<file path="config.mk">
export PLATFORM = sky130hd
export DESIGN_NAME = hm_operand_sequencer_flat
export DESIGN_NICKNAME = d
export VERILOG_FILES = /design/src/rtl/hm_operand_sequencer_if.sv /design/src/rtl/hm_operand_sequencer.sv /design/src/flat_wrapper.sv
export SDC_FILE = /design/constraint.sdc
export NUM_CORES = 1
export LEC_CHECK = 0
export CAP_MARGIN = 40
export CORE_MARGIN = 4
export CORE_UTILIZATION = 55
export DETAILED_ROUTE_END_ITERATION = 16
export PLACE_DENSITY_LB_ADDON = 0.15
export SLEW_MARGIN = 15
export SYNTH_ARGS = -nofsm -noshare
export SYNTH_HDL_FRONTEND = slang
export SYNTH_SLANG_ARGS = --single-unit
</file>
<file path="constraint.sdc">
create_clock -name clk -period 18.1 [get_ports clk]
set_input_delay 5.43 -clock clk [delete_from_list [all_inputs] [get_ports clk]]
set_output_delay 5.43 -clock clk [all_outputs]
set_load 0.005 [all_outputs]
</file>
<file path="src/rtl/hm_operand_sequencer_if.sv">
// Handshake bundle between the ciphertext buffer, the operand sequencer and the multiplier.
// master = sequencer side, slave = buffer/multiplier/consumer side.
interface hm_operand_sequencer_if #(
    parameter int CIPHERTEXT_WIDTH = 21,
    parameter int DIM_WIDTH        = 2,
    parameter int PARALLEL         = 2
);
    logic                                      start;
    logic                                      busy;
    logic                                      in_valid;
    logic                                      in_ready;
    logic [PARALLEL-1:0][CIPHERTEXT_WIDTH-1:0] in_data;
    logic [PARALLEL-1:0][CIPHERTEXT_WIDTH-1:0] hm_op1;
    logic [DIM_WIDTH:0]                        hm_row;
    logic                                      hm_ciphertext_select;
    logic                                      hm_en;
    logic [PARALLEL-1:0][CIPHERTEXT_WIDTH-1:0] hm_result;
    logic                                      res_valid;
    logic                                      res_ready;
    logic [PARALLEL-1:0][CIPHERTEXT_WIDTH-1:0] res_data;
    logic                                      res_last;

    modport master (
        input  start, in_valid, in_data, hm_result, res_ready,
        output busy, in_ready, hm_op1, hm_row, hm_ciphertext_select, hm_en,
               res_valid, res_data, res_last
    );

    modport slave (
        output start, in_valid, in_data, hm_result, res_ready,
        input  busy, in_ready, hm_op1, hm_row, hm_ciphertext_select, hm_en,
               res_valid, res_data, res_last
    );
endinterface

</file>
<file path="src/rtl/hm_operand_sequencer.sv">
// Front-end for homomorphic_multiply: streams two ciphertexts into the multiplier, then
// collects the product beats into a small FIFO and re-emits them as a valid/ready stream.
module hm_operand_sequencer #(
    parameter int CIPHERTEXT_WIDTH = 21,
    parameter int DIMENSION        = 3,
    parameter int DIM_WIDTH        = 2,
    parameter int PARALLEL         = 2,
    parameter int FIFO_DEPTH       = 4
) (
    input  logic                  clk,
    input  logic                  rst,
    hm_operand_sequencer_if.master bus
);
    localparam int LOAD_BEATS = (DIMENSION + 1 + PARALLEL - 1) / PARALLEL;
    localparam int OUT_LEN    = 2 * DIMENSION + 1;
    localparam int OUT_BEATS  = (OUT_LEN + PARALLEL - 1) / PARALLEL;
    localparam int CNT_W      = $clog2(OUT_BEATS) + 1;
    localparam int AW         = $clog2(FIFO_DEPTH);
    localparam int ROW_W      = DIM_WIDTH + 1;

    typedef logic [PARALLEL-1:0][CIPHERTEXT_WIDTH-1:0] beat_t;
    typedef enum logic [2:0] {S_IDLE, S_LOAD_A, S_LOAD_B, S_DRAIN, S_WAIT} state_t;

    state_t            state, state_nx;
    logic [CNT_W-1:0]  cnt, pop_cnt;
    logic              last_load, credit_ok;
    logic              issue, issue_sel, issue_prod, in_ready_c, busy_c;
    beat_t             issue_data;
    logic [ROW_W-1:0]  issue_row;

    logic              hm_en_q, hm_sel_q;
    beat_t             hm_op1_q;
    logic [ROW_W-1:0]  hm_row_q;
    logic              en_prod, cap_v;

    beat_t             mem [FIFO_DEPTH];
    logic [AW-1:0]     wr_ptr, rd_ptr;
    logic [AW:0]       fifo_cnt;
    logic              res_valid_c, pop;

    assign last_load = (cnt == CNT_W'(LOAD_BEATS - 1));
    assign issue_row = ROW_W'(int'(cnt) * PARALLEL);
    // Beats already on the multiplier (en_prod) or awaiting capture (cap_v) own a FIFO slot.
    assign credit_ok = (int'(fifo_cnt) + int'(en_prod) + int'(cap_v)) < FIFO_DEPTH;

    always_ff @(posedge clk or posedge rst) begin
        if (rst) state <= S_IDLE;
        else     state <= state_nx;
    end

    always_comb begin
        state_nx = state;
        case (state)
            S_IDLE:   if (bus.start) state_nx = S_LOAD_A;
            S_LOAD_A: if (issue && last_load) state_nx = S_LOAD_B;
            S_LOAD_B: if (issue && last_load)
                          state_nx = (OUT_BEATS > LOAD_BEATS) ? S_DRAIN : S_WAIT;
            S_DRAIN:  if (issue && cnt == CNT_W'(OUT_BEATS - 1)) state_nx = S_WAIT;
            S_WAIT:   if (pop_cnt == CNT_W'(OUT_BEATS)) state_nx = S_IDLE;
            default:  state_nx = S_IDLE;
        endcase
    end

    always_comb begin
        in_ready_c = 1'b0;
        issue      = 1'b0;
        issue_sel  = 1'b0;
        issue_prod = 1'b0;
        issue_data = '0;
        busy_c     = (state != S_IDLE);
        case (state)
            S_LOAD_A: begin
                in_ready_c = 1'b1;
                issue      = bus.in_valid;
                issue_data = bus.in_data;
            end
            S_LOAD_B: begin
                in_ready_c = credit_ok;
                issue      = bus.in_valid & credit_ok;
                issue_sel  = 1'b1;
                issue_prod = 1'b1;
                issue_data = bus.in_data;
            end
            S_DRAIN: begin
                issue      = credit_ok;
                issue_prod = 1'b1;
            end
            default: ;
        endcase
    end

    // Issue registers, capture pipeline and beat counters.
    always_ff @(posedge clk or posedge rst) begin
        if (rst) begin
            hm_en_q  <= 1'b0;
            hm_op1_q <= '0;
            hm_row_q <= '0;
            hm_sel_q <= 1'b0;
            en_prod  <= 1'b0;
            cap_v    <= 1'b0;
            cnt      <= '0;
            pop_cnt  <= '0;
        end else begin
            hm_en_q  <= issue;
            hm_op1_q <= issue ? issue_data : '0;
            en_prod  <= issue & issue_prod;
            cap_v    <= en_prod;
            if (issue) begin
                hm_row_q <= issue_row;
                hm_sel_q <= issue_sel;
            end
            if (state == S_IDLE) begin
                cnt <= '0;
            end else if (issue) begin
                // LOAD_B hands the count to DRAIN so product rows continue past the load.
                if (state != S_DRAIN && last_load)
                    cnt <= (state == S_LOAD_B) ? CNT_W'(LOAD_BEATS) : '0;
                else
                    cnt <= cnt + 1'b1;
            end
            if (state == S_IDLE)  pop_cnt <= '0;
            else if (pop)         pop_cnt <= pop_cnt + 1'b1;
        end
    end

    assign res_valid_c = (fifo_cnt != '0);
    assign pop         = res_valid_c & bus.res_ready;

    always_ff @(posedge clk or posedge rst) begin
        if (rst) begin
            wr_ptr   <= '0;
            rd_ptr   <= '0;
            fifo_cnt <= '0;
            for (int i = 0; i < FIFO_DEPTH; i++) mem[i] <= '0;
        end else begin
            if (cap_v) begin
                mem[wr_ptr] <= bus.hm_result;
                wr_ptr      <= wr_ptr + 1'b1;
            end
            if (pop) rd_ptr <= rd_ptr + 1'b1;
            case ({cap_v, pop})
                2'b10:   fifo_cnt <= fifo_cnt + 1'b1;
                2'b01:   fifo_cnt <= fifo_cnt - 1'b1;
                default: ;
            endcase
        end
    end

    // Coefficients past the product length are zeroed on the final partial beat.
    for (genvar l = 0; l < PARALLEL; l++) begin : g_lane
        assign bus.res_data[l] = (res_valid_c && (int'(pop_cnt) * PARALLEL + l) < OUT_LEN)
                                 ? mem[rd_ptr][l] : '0;
    end

    assign bus.busy                 = busy_c;
    assign bus.in_ready             = in_ready_c;
    assign bus.hm_en                = hm_en_q;
    assign bus.hm_op1               = hm_op1_q;
    assign bus.hm_row               = hm_row_q;
    assign bus.hm_ciphertext_select = hm_sel_q;
    assign bus.res_valid            = res_valid_c;
    assign bus.res_last             = res_valid_c && (pop_cnt == CNT_W'(OUT_BEATS - 1));
endmodule

</file>
<file path="src/flat_wrapper.sv">
// flat-port wrapper written by rule: the top's interface ports become plain ports
module hm_operand_sequencer_flat 
#(
    parameter int CIPHERTEXT_WIDTH = 21,
    parameter int DIMENSION        = 3,
    parameter int DIM_WIDTH        = 2,
    parameter int PARALLEL         = 2,
    parameter int FIFO_DEPTH       = 4
)
  (clk, rst, bus_start, bus_in_valid, bus_in_data, bus_hm_result, bus_res_ready, bus_busy, bus_in_ready, bus_hm_op1, bus_hm_row, bus_hm_ciphertext_select, bus_hm_en, bus_res_valid, bus_res_data, bus_res_last);
  hm_operand_sequencer_if #(.CIPHERTEXT_WIDTH(CIPHERTEXT_WIDTH), .DIM_WIDTH(DIM_WIDTH), .PARALLEL(PARALLEL)) bus_i ();
  input  logic clk;
  input  logic rst;
  input wire logic [$bits(bus_i.start)-1:0] bus_start;
  input wire logic [$bits(bus_i.in_valid)-1:0] bus_in_valid;
  input wire logic [$bits(bus_i.in_data)-1:0] bus_in_data;
  input wire logic [$bits(bus_i.hm_result)-1:0] bus_hm_result;
  input wire logic [$bits(bus_i.res_ready)-1:0] bus_res_ready;
  output wire logic [$bits(bus_i.busy)-1:0] bus_busy;
  output wire logic [$bits(bus_i.in_ready)-1:0] bus_in_ready;
  output wire logic [$bits(bus_i.hm_op1)-1:0] bus_hm_op1;
  output wire logic [$bits(bus_i.hm_row)-1:0] bus_hm_row;
  output wire logic [$bits(bus_i.hm_ciphertext_select)-1:0] bus_hm_ciphertext_select;
  output wire logic [$bits(bus_i.hm_en)-1:0] bus_hm_en;
  output wire logic [$bits(bus_i.res_valid)-1:0] bus_res_valid;
  output wire logic [$bits(bus_i.res_data)-1:0] bus_res_data;
  output wire logic [$bits(bus_i.res_last)-1:0] bus_res_last;
  assign bus_i.start = bus_start;
  assign bus_i.in_valid = bus_in_valid;
  assign bus_i.in_data = bus_in_data;
  assign bus_i.hm_result = bus_hm_result;
  assign bus_i.res_ready = bus_res_ready;
  assign bus_busy = bus_i.busy;
  assign bus_in_ready = bus_i.in_ready;
  assign bus_hm_op1 = bus_i.hm_op1;
  assign bus_hm_row = bus_i.hm_row;
  assign bus_hm_ciphertext_select = bus_i.hm_ciphertext_select;
  assign bus_hm_en = bus_i.hm_en;
  assign bus_res_valid = bus_i.res_valid;
  assign bus_res_data = bus_i.res_data;
  assign bus_res_last = bus_i.res_last;
  hm_operand_sequencer #(.CIPHERTEXT_WIDTH(CIPHERTEXT_WIDTH), .DIMENSION(DIMENSION), .DIM_WIDTH(DIM_WIDTH), .PARALLEL(PARALLEL), .FIFO_DEPTH(FIFO_DEPTH)) u_core (.clk(clk), .rst(rst), .bus(bus_i));
endmodule
</file>
# After elaboration in Yosys (flattened, before gate mapping)
# Index checks and enable logic that the tools add are counted.
dict set report word_totals {
  ram_bits 0
  wordCells 100
  mem_bits_ro 0
  input_bits 89
  register_bits 232
  latchBits 0
  n_memories 0
}
dict set report op_classes {
  bitwise 5
  n_div 0
  multipliers 0
  n_eq_ne 16
  muxes 27
  reduce_logical 16
  magnitude_cmp 6
  add_sub_neg 9
  shifts 0
}
# operator count
set ops {}
lappend ops {{two-way mux 42 bit} 5}
lappend ops {{bitwise mux 168 bit} 1}
lappend ops {{binary-select mux 42 bit (select 2 bit)} 1}
lappend ops {{demux 42 bit (select 2 bit)} 1}
lappend ops {{less-than comparator 32 x 4 -> 1 bit, second input constant} 2}
lappend ops {{two-way mux 21 bit} 2}
lappend ops {{adder 32 x 2 -> 32 bit} 1}
lappend ops {{two-way mux 3 bit} 10}
lappend ops {{case mux 3 bit (5 select lines)} 1}
lappend ops {{equality test 3 x 2 -> 1 bit, second input constant} 4}
lappend ops {{adder 3 x 1 -> 3 bit, second input constant} 3}
lappend ops {{inequality test 2 x 1 -> 1 bit, second input constant} 4}
lappend ops {{logical AND 1 bit} 7}
lappend ops {{equality test 3 x 1 -> 1 bit, second input constant} 2}
lappend ops {{equality test 3 bit, second input constant} 2}
lappend ops {{>= comparator 3 bit, second input constant} 2}
lappend ops {{NOT 2 -> 3 bit} 2}
lappend ops {{case mux 3 bit (2 select lines)} 1}
lappend ops {{nonzero test 2 bit} 3}
lappend ops {{nonzero test 3 bit} 2}
lappend ops {{adder 4 x 1 -> 5 bit, second input constant} 1}
lappend ops {{AND reduction 5 bit} 1}
lappend ops {{adder 2 x 1 -> 2 bit, second input constant} 2}
lappend ops {{adder 3 x 1 -> 4 bit} 1}
lappend ops {{other kinds (14)} 18}

# Longest topological paths before layout
dict set report depth {
  word_depth 8
  ltp_mapped 10
  mapped_depth_nobuf 8
}

# Least setup slack after synthesis
# Ideal clock, no wire load.
dict set report synth_timing {
  kind {register -> output}
  from {register u_core.rd_ptr[0]}
  to {output bus_res_data[23]}
  path_slack_ps 11339
  stages_incl_launch_ff 5
  arrival_time_ps 1331
  path_buffers 2
  path_cell_list {dfrtp_1 -> buf_4 -> buf_4 -> mux4_2 -> nor2b_1}
}
dict set report synth_between {
  elab_chain_cells 5
}
# element line_no
set synth_rtl {}
lappend synth_rtl {{start, declared} hm_operand_sequencer.sv:37} ;# logic [AW-1:0] wr_ptr, rd_ptr;
lappend synth_rtl {{start signal, assigned} hm_operand_sequencer.sv:140} ;# if (pop) rd_ptr <= rd_ptr + 1'b1;
lappend synth_rtl {{NOT 2 -> 3 bit (implied by the code)} hm_operand_sequencer.sv:152} ;# ? mem[rd_ptr][l] : '0;
lappend synth_rtl {{binary-select mux 42 bit (select 2 bit)} hm_operand_sequencer.sv:152}
lappend synth_rtl {{two-way mux 42 bit (2 in series)} -}
lappend synth_rtl {{two-way mux 21 bit} hm_operand_sequencer.sv:152}
lappend synth_rtl {{end, declared} flat_wrapper.sv:26} ;# output wire logic [$bits(bus_i.res_data)-1:0] bus_res_data;
# Every way passes these cells. The select of a mux whose other input is x is not followed.

# Worst setup path after layout
dict set report layout_timing {
  from {register u_core.fifo_cnt[1]}
  to {output bus_res_data[28]}
}
dict set report layout_between {
  elab_chain_cells 3
}
# element line_no
set layout_rtl {}
lappend layout_rtl {{start, declared} hm_operand_sequencer.sv:38} ;# logic [AW:0] fifo_cnt;
lappend layout_rtl {{start signal, assigned} hm_operand_sequencer.sv:142} ;# 2'b10: fifo_cnt <= fifo_cnt + 1'b1;
lappend layout_rtl {{start signal, assigned} hm_operand_sequencer.sv:143} ;# 2'b01: fifo_cnt <= fifo_cnt - 1'b1;
lappend layout_rtl {{nonzero test 3 bit} hm_operand_sequencer.sv:126} ;# assign res_valid_c = (fifo_cnt != '0);
lappend layout_rtl {{logical AND 1 bit} hm_operand_sequencer.sv:151} ;# assign bus.res_data[l] = (res_valid_c && (int'(pop_cnt) * PARALLEL + l) < OUT_LEN)
lappend layout_rtl {{two-way mux 21 bit} hm_operand_sequencer.sv:152}
# Every way passes these cells.

==> qor.txt <==
TritonCTS clock tree: done
main combinational cell family by area after synthesis: multiplexers
Clock transition at path regs: 0.06 ns
final WL: 22600 um
n_diodes: 0
core area: 18100 um^2
switching share of power: 29.1%
clock skew: 0.0126 ns
Die Y: 145 um
status: finished, final reports clean
power per cell area: 183 nW/um^2
Hold Crit Class: reg -> reg
DIE WIDTH: 145 um
Pwr Total: 2400 uW
# setup viols final: 0
Peak VDD IR: 0.0979 mV
CP max-delay cell: or3_1
WS Path Type: reg -> out
mux share of post-synthesis cell area: 28.0%
pin count of the biggest net entering global routing: 93
clk buf depth: 3
vias post-DR: 6314
number of top-level pins: 182
Compound-Gate Fraction of Synth Area: 2.35%
Slew HR: 40.3%
leak pwr: 0.00562 uW
post-synthesis adder-cell area fraction: 1.90%
DRT Pass-1 Iters: 4
Num CTS Buffers: 25
Rows: 49
post-DP HPWL: 14500 um
Netlist cell types: 48
vias per std cell: 5.63
Post-synth EDFFs: 0
area occupied by multi-input gates: 4160 um^2
cell-internal power: 1700 uW
simple-gate share of the synthesized area: 7.47%
fin cells: 1121
port buffer count: 180
Reg area: 5810 um^2
CTS Hold Bufs: 0
drt initial violations: 397
PostCTS Resize Cnt: 0
first-pass GRT wire length: 36800 um
Hold Path Stages: 0
#FFs+latches synth: 232
Area Growth Syn to Fin: 27.6%
flop-to-flop setup slack: 15.44 ns
die area: 20900 um^2
critical path cell sequence: or3_1, o211ai_1, buf_4, nor2b_1, clkdlybuf4s50_1
Logic pwr share: 41.9%
CTS Root Cell: clkbuf_16
Tmin final: 8.31 ns
Synth Area in XOR/XNOR: 0.597%
critical path arrival: 2.88 ns
CP Data Required Time: 12.67 ns
max-slew violation count: 0
Mapped Cells: 700
Clk pwr share: 20.7%
Remaining DRCs: 0
Routability Congestion: 0.873
Seq pwr share: 37.4%
Psw: 698 uW
Avg Inst Size Synth: 14.7 um^2
drt wl/cell: 20.2 um
worst reg2reg path depth: 8
aggregate global routing overflow: 0
fmax: 120 MHz
vias in the first global route: 7188
Yosys warning count: 0
initial antenna violation count: 0
Synth Flop Type: dfrtp_1
Least-Margin Pin Slew: 0.895 ns
max incr delay on CP: 0.73 ns
final worst-path cycle share: 45.9%
RSZ-0062 raised after global routing: no
Routed Antenna Nets: 0
most frequent cells in the layout: dfrtp_1 (230), clkdlybuf4s50_1 (180), mux2_2 (168)
Async SR Flop Fraction: 100%
CP Capture Type: primary output
CP Max Fanout: 25
Util after Layout: 72.2%
Cells after DPL: 1076
Synth Net Count: 804
synth top area cells: dfrtp_1 (57%), mux2_2 (18%), mux4_2 (9.2%)
Startpoint Class: flop
CTS sink cnt: 232
Syn Std Cell Area: 10300 um^2
Initial Utilization: 56.6%
commonest non-fill, non-tap cell in the layout: dfrtp_1
Clk Latency, worst-skew pair: 0.50 ns
Layout Nets: 978
GRT Overall Usage: 22.1%
H-tree lvl count: 1
# fillers: 1181
setup repair bufs after CTS: 0
sequential area share after synthesis: 56.5%
Hold WS: 0.395 ns
Setup Total Neg Slack: 0 ns
leading area contributor after synthesis: dfrtp_1
Fin. Hold Viols: 0
Synth top area share: 56.5%
layout cells sized above 1: 31.6%
max-cap violations: 0
-- registers in the layout, indices dropped and copies added (netlist names) --
| signal | cells |
|---|---|
| u_core.state | 3 |
| u_core.bus.hm_en | 1 |
| u_core.en_prod | 1 |
| u_core.cap_v | 1 |
| u_core.pop_cnt | 3 |
| u_core.bus.hm_row | 2 |
| u_core.bus.hm_ciphertext_select | 1 |
| u_core.mem | 168 |
| u_core.rd_ptr | 2 |
| u_core.fifo_cnt | 3 |
| u_core.wr_ptr | 2 |
| u_core.cnt | 3 |
| u_core.bus.hm_op1 | 42 |
-- cells by family (layout without fill, tap and decap cells) --
| group | count (synthesis) | after routing |
|---|---|---|
| mux | 213 | 213 |
| flops | 232 | 232 |
| buf+inv | 63 | 255 |
| compound gates | 35 | 35 |
| xor+xnor | 7 | 7 |
| simple gates | 134 | 134 |
| other cells | 1 | 1 |
| fa+ha+maj | 15 | 15 |
-- worst max-delay path: cells and delay by family (launching register included) --
family | cells | cell delay [ns]
AOI/OAI and AO/OA | 1 | 0.18
DFF | 1 | 0.41
buffers and inverters | 2 | 0.83
and+or+nand+nor | 2 | 0.96
-- Yosys cell counts, drive strengths merged, types with 10 or more instances --
library cell  count
dfrtp           232
mux2            170
and2             46
mux4             42
buf              38
nor2b            25
and3             21
inv              19
nor2             19
nand2            15
ha               14
o21ai            10
-- area by class of cell --
type	instances	area share (%)
Sequential cell	232	44.4
Multi-Input combinational cell	405	31.7
Inverter	19	0.602
Timing Repair Buffer	191	14.9
Clock inverter	11	0.650
Clock buffer	34	5.57
Tap cell	229	2.19
-- path summary, 6_finish.rpt --
kind                                         start                    end
worst min-delay path                u_core.en_prod           u_core.cap_v
worst max register to register  u_core.fifo_cnt[1]     u_core.fifo_cnt[2]
worst min register to register      u_core.en_prod           u_core.cap_v
worst max-delay path            u_core.fifo_cnt[1]       bus_res_data[28]
max in group asynchronous                      rst       u_core.rd_ptr[1]
min in group asynchronous                      rst  u_core.bus.hm_op1[24]
-- through the flow --
| step | setup WS, ns | instance area [um^2] |
|---|---|---|
| 2_1_floorplan | 6.31 | 10300 |
| 3_3_place_gp | 10.30 | 12200 |
| 3_5_place_dp | 10.28 | 12300 |
| 4_1_cts | 9.74 | 13100 |
| 5_1_grt | 9.60 | 13100 |
| 6_report | 9.79 | 13100 |
-- power groups by stage --
stage | Sequential [uW] | Combinational, uW | Clock [uW]
final | 897 | 1010 | 496
after global routing | 923 | 1090 | 528
after detailed placement | 904 | 1020 | 0
after CTS | 897 | 1030 | 507
after floorplan | 838 | 641 | 0
after global placement | 903 | 947 | 0
-- per-layer routing --
layer,wire [um],vias up,track usage [%]
met5,0,-,0
met4,401,0,4.42
met3,1590,34,5.89
met2,11400,211,38.4
met1,9230,3251,28.3
li1,-,2818,-
Power figures use the tool's default switching activity.
==> RTL edit, RTL diff (same settings) <==
Make the reset (`rst`) synchronous in 3 clocked blocks.
--- a/src/rtl/hm_operand_sequencer.sv
+++ b/src/rtl/hm_operand_sequencer.sv
@@ -45,3 +45,3 @@
 
-    always_ff @(posedge clk or posedge rst) begin
+    always_ff @(posedge clk) begin
         if (rst) state <= S_IDLE;
@@ -92,3 +92,3 @@
     // Issue registers, capture pipeline and beat counters.
-    always_ff @(posedge clk or posedge rst) begin
+    always_ff @(posedge clk) begin
         if (rst) begin
@@ -128,3 +128,3 @@
 
-    always_ff @(posedge clk or posedge rst) begin
+    always_ff @(posedge clk) begin
         if (rst) begin
Check against the original RTL: differs if rst is asserted again (counterexample within 4 cycles, from zero or initial values and one cycle with rst high); with rst held inactive, the same outputs for 10 cycles.
==> RTL edit against the original RTL <==
  * Routed wire length down 4.5%
  * Maximum frequency up 0.61%
  * Via count decreased by 3.6%
  * Die area decreased by 2.2%
  * Area after synthesis down 2.4%
  * Utilization fell by 0.54 points
  * Sequential cell count rose by 2
  * Design area shrank 1.7%
  * First-iteration DRC count shrank 18%
  * Worst setup slack improved by 0.050 ns
  * Global-route usage fell by 0.84 points
  * Critical endpoint is now bus_res_data[34]
Power is not compared: it rests on default switching activity, and its combinational part moved more than twofold at a synthesized area within 25%.
==> RTL edit: results (changes against the original RTL) <==
stage,metric,value,unit,change
cells_and_area,fin_nets,984,,was 978
cells_and_area,layout-drive-gt1-share,11.6,%,was 31.6%
outcome,status,finished clean,,unchanged
worst_setup_path,critical_path_arrival,2.83,ns,was 2.88 ns
synthesis,synth_fp_nets,809,,was 804
worst_setup_path,cpPeakStageDelay,0.70,ns,was 0.73 ns
clocking,cts_setup_buffers,0,,unchanged
clocking,cts_made_buffers,26,,was 25
worst_setup_path,crit_family,simple AND/OR/NAND/NOR gates,,unchanged
synthesis,ys_seq_area_share,63.5,%,was 56.5%
synthesis,synthArstFlopShare,0,%,was 100%
clocking,clk_latency,0.52,ns,was 0.50 ns
route,vias,6087,,was 6314
sta,relSlewSlack,42.3,%,was 40.3%
synthesis,synth_flop_cell,edfxtp_1,,was dfrtp_1
synthesis,synth.avg_cell_area,14.1,um^2,was 14.7 um^2
synthesis,yosys-top-cells-area,"edfxtp_1 50%, and2_1 13%, dfxtp_1 13%",,"was dfrtp_1 57%, mux2_2 18%, mux4_2 9.2%"
route,first_pass_iters,5,,was 4
global_route,grtUsageTotal,21.3,%,was 22.1%
worst_setup_path,crit_path_top_delay_cell,or3_1,,unchanged
cells_and_area,largest_register_ffs,168,,unchanged
placed_design,routabilityCongestion,0.801,,was 0.873
synthesis,synthDistinctLibCells,53,,was 48
sta,fin_skew,0.00730,ns,was 0.0126 ns
placed_design,place_ws,10.09,ns,was 10.28 ns
synthesis,synth_edf_count,168,,was 0
worst_setup_path,cp_max_fo,25,,unchanged
global_route,grt_pass1_wl,33900,um,was 36800 um
power,p_leak,4.74,nW,
global_route,grt_pass1_vias,6386,,was 7188
placed_design,dpl.hpwl,13400,um,was 14500 um
placed_design,dp_cells,1085,,was 1076
route,post_drt_wl_per_cell,19.0,um,was 20.2 um
route,drtIter0Drc,325,,was 397
clocking,clockRootBuffer,clkbuf_16,,unchanged
power,peakVddDrop,89.9,uV,
synthesis,synth_commonest_cells,"212 x and2_1, 168 x edfxtp_1, 66 x dfxtp_1",,"was 232 x dfrtp_1, 168 x mux2_2, 45 x and2_1"
route,via_per_inst,5.37,,was 5.63
global_route,grt_max_degree,43,,was 93
## RTL edit: power by group
group | switching [mW] | total (mW) | internal [mW]
Sequential | 0.00421 | 0.590 | 0.586
Clock | 0.197 | 0.480 | 0.282
Combinational | 0.0196 | 0.0465 | 0.0269
Total | 0.221 | 1.12 | 0.895
## RTL edit: cell type report
cell class / instances / area [um^2]
repair buffers: 192 / 1960
flip-flops and latches: 234 / 6370
fillers: 1206 / 5090
inverters: 10 / 37.5
well taps: 229 / 287
clock inverters: 7 / 35.0
multi-input cells: 420 / 3430
clock buffers: 41 / 748
## RTL edit: final timing paths
kind / start / endpoint / slack, ns / cells after the start
max reg2reg: u_core.fifo_cnt[1] / u_core.fifo_cnt[2] / 15.31 / 8
max: u_core.fifo_cnt[1] / bus_res_data[34] / 9.84 / 5
min: u_core.en_prod / u_core.cap_v / 0.47 / 1
min reg2reg: u_core.en_prod / u_core.cap_v / 0.47 / 1
## RTL edit: routing by layer
layer	global-route usage, %	part of all wire (%)
met5	0	0
met2	36.8	52
met1	28.5	40
met3	2.91	5.6
met4	5.80	2.5
## RTL edit: kinds of logic (layout without fill, tap and decap cells)
logic type               after synthesis  after routing  share of synthesized area [%]
AND/OR/NAND/NOR                      324            324                           19.6
AO/OA/AOI/OAI                         33             33                           2.41
buffers and inverters                 55            250                           2.68
XOR/XNOR                               7              7                          0.687
multiplexers                          44             44                           9.64
other                                  1              1                         0.0374
adder cells (fa/ha/maj)               11             11                           1.45
flip-flops                           234            234                           63.5
## RTL edit: through the flow
step	cell area, um^2	total power [mW]
6_report	12900	1.12
5_1_grt	12900	1.15
4_1_cts	12900	1.13
3_5_place_dp	12100	0.648
3_3_place_gp	12000	0.645
2_1_floorplan	10000	0.616
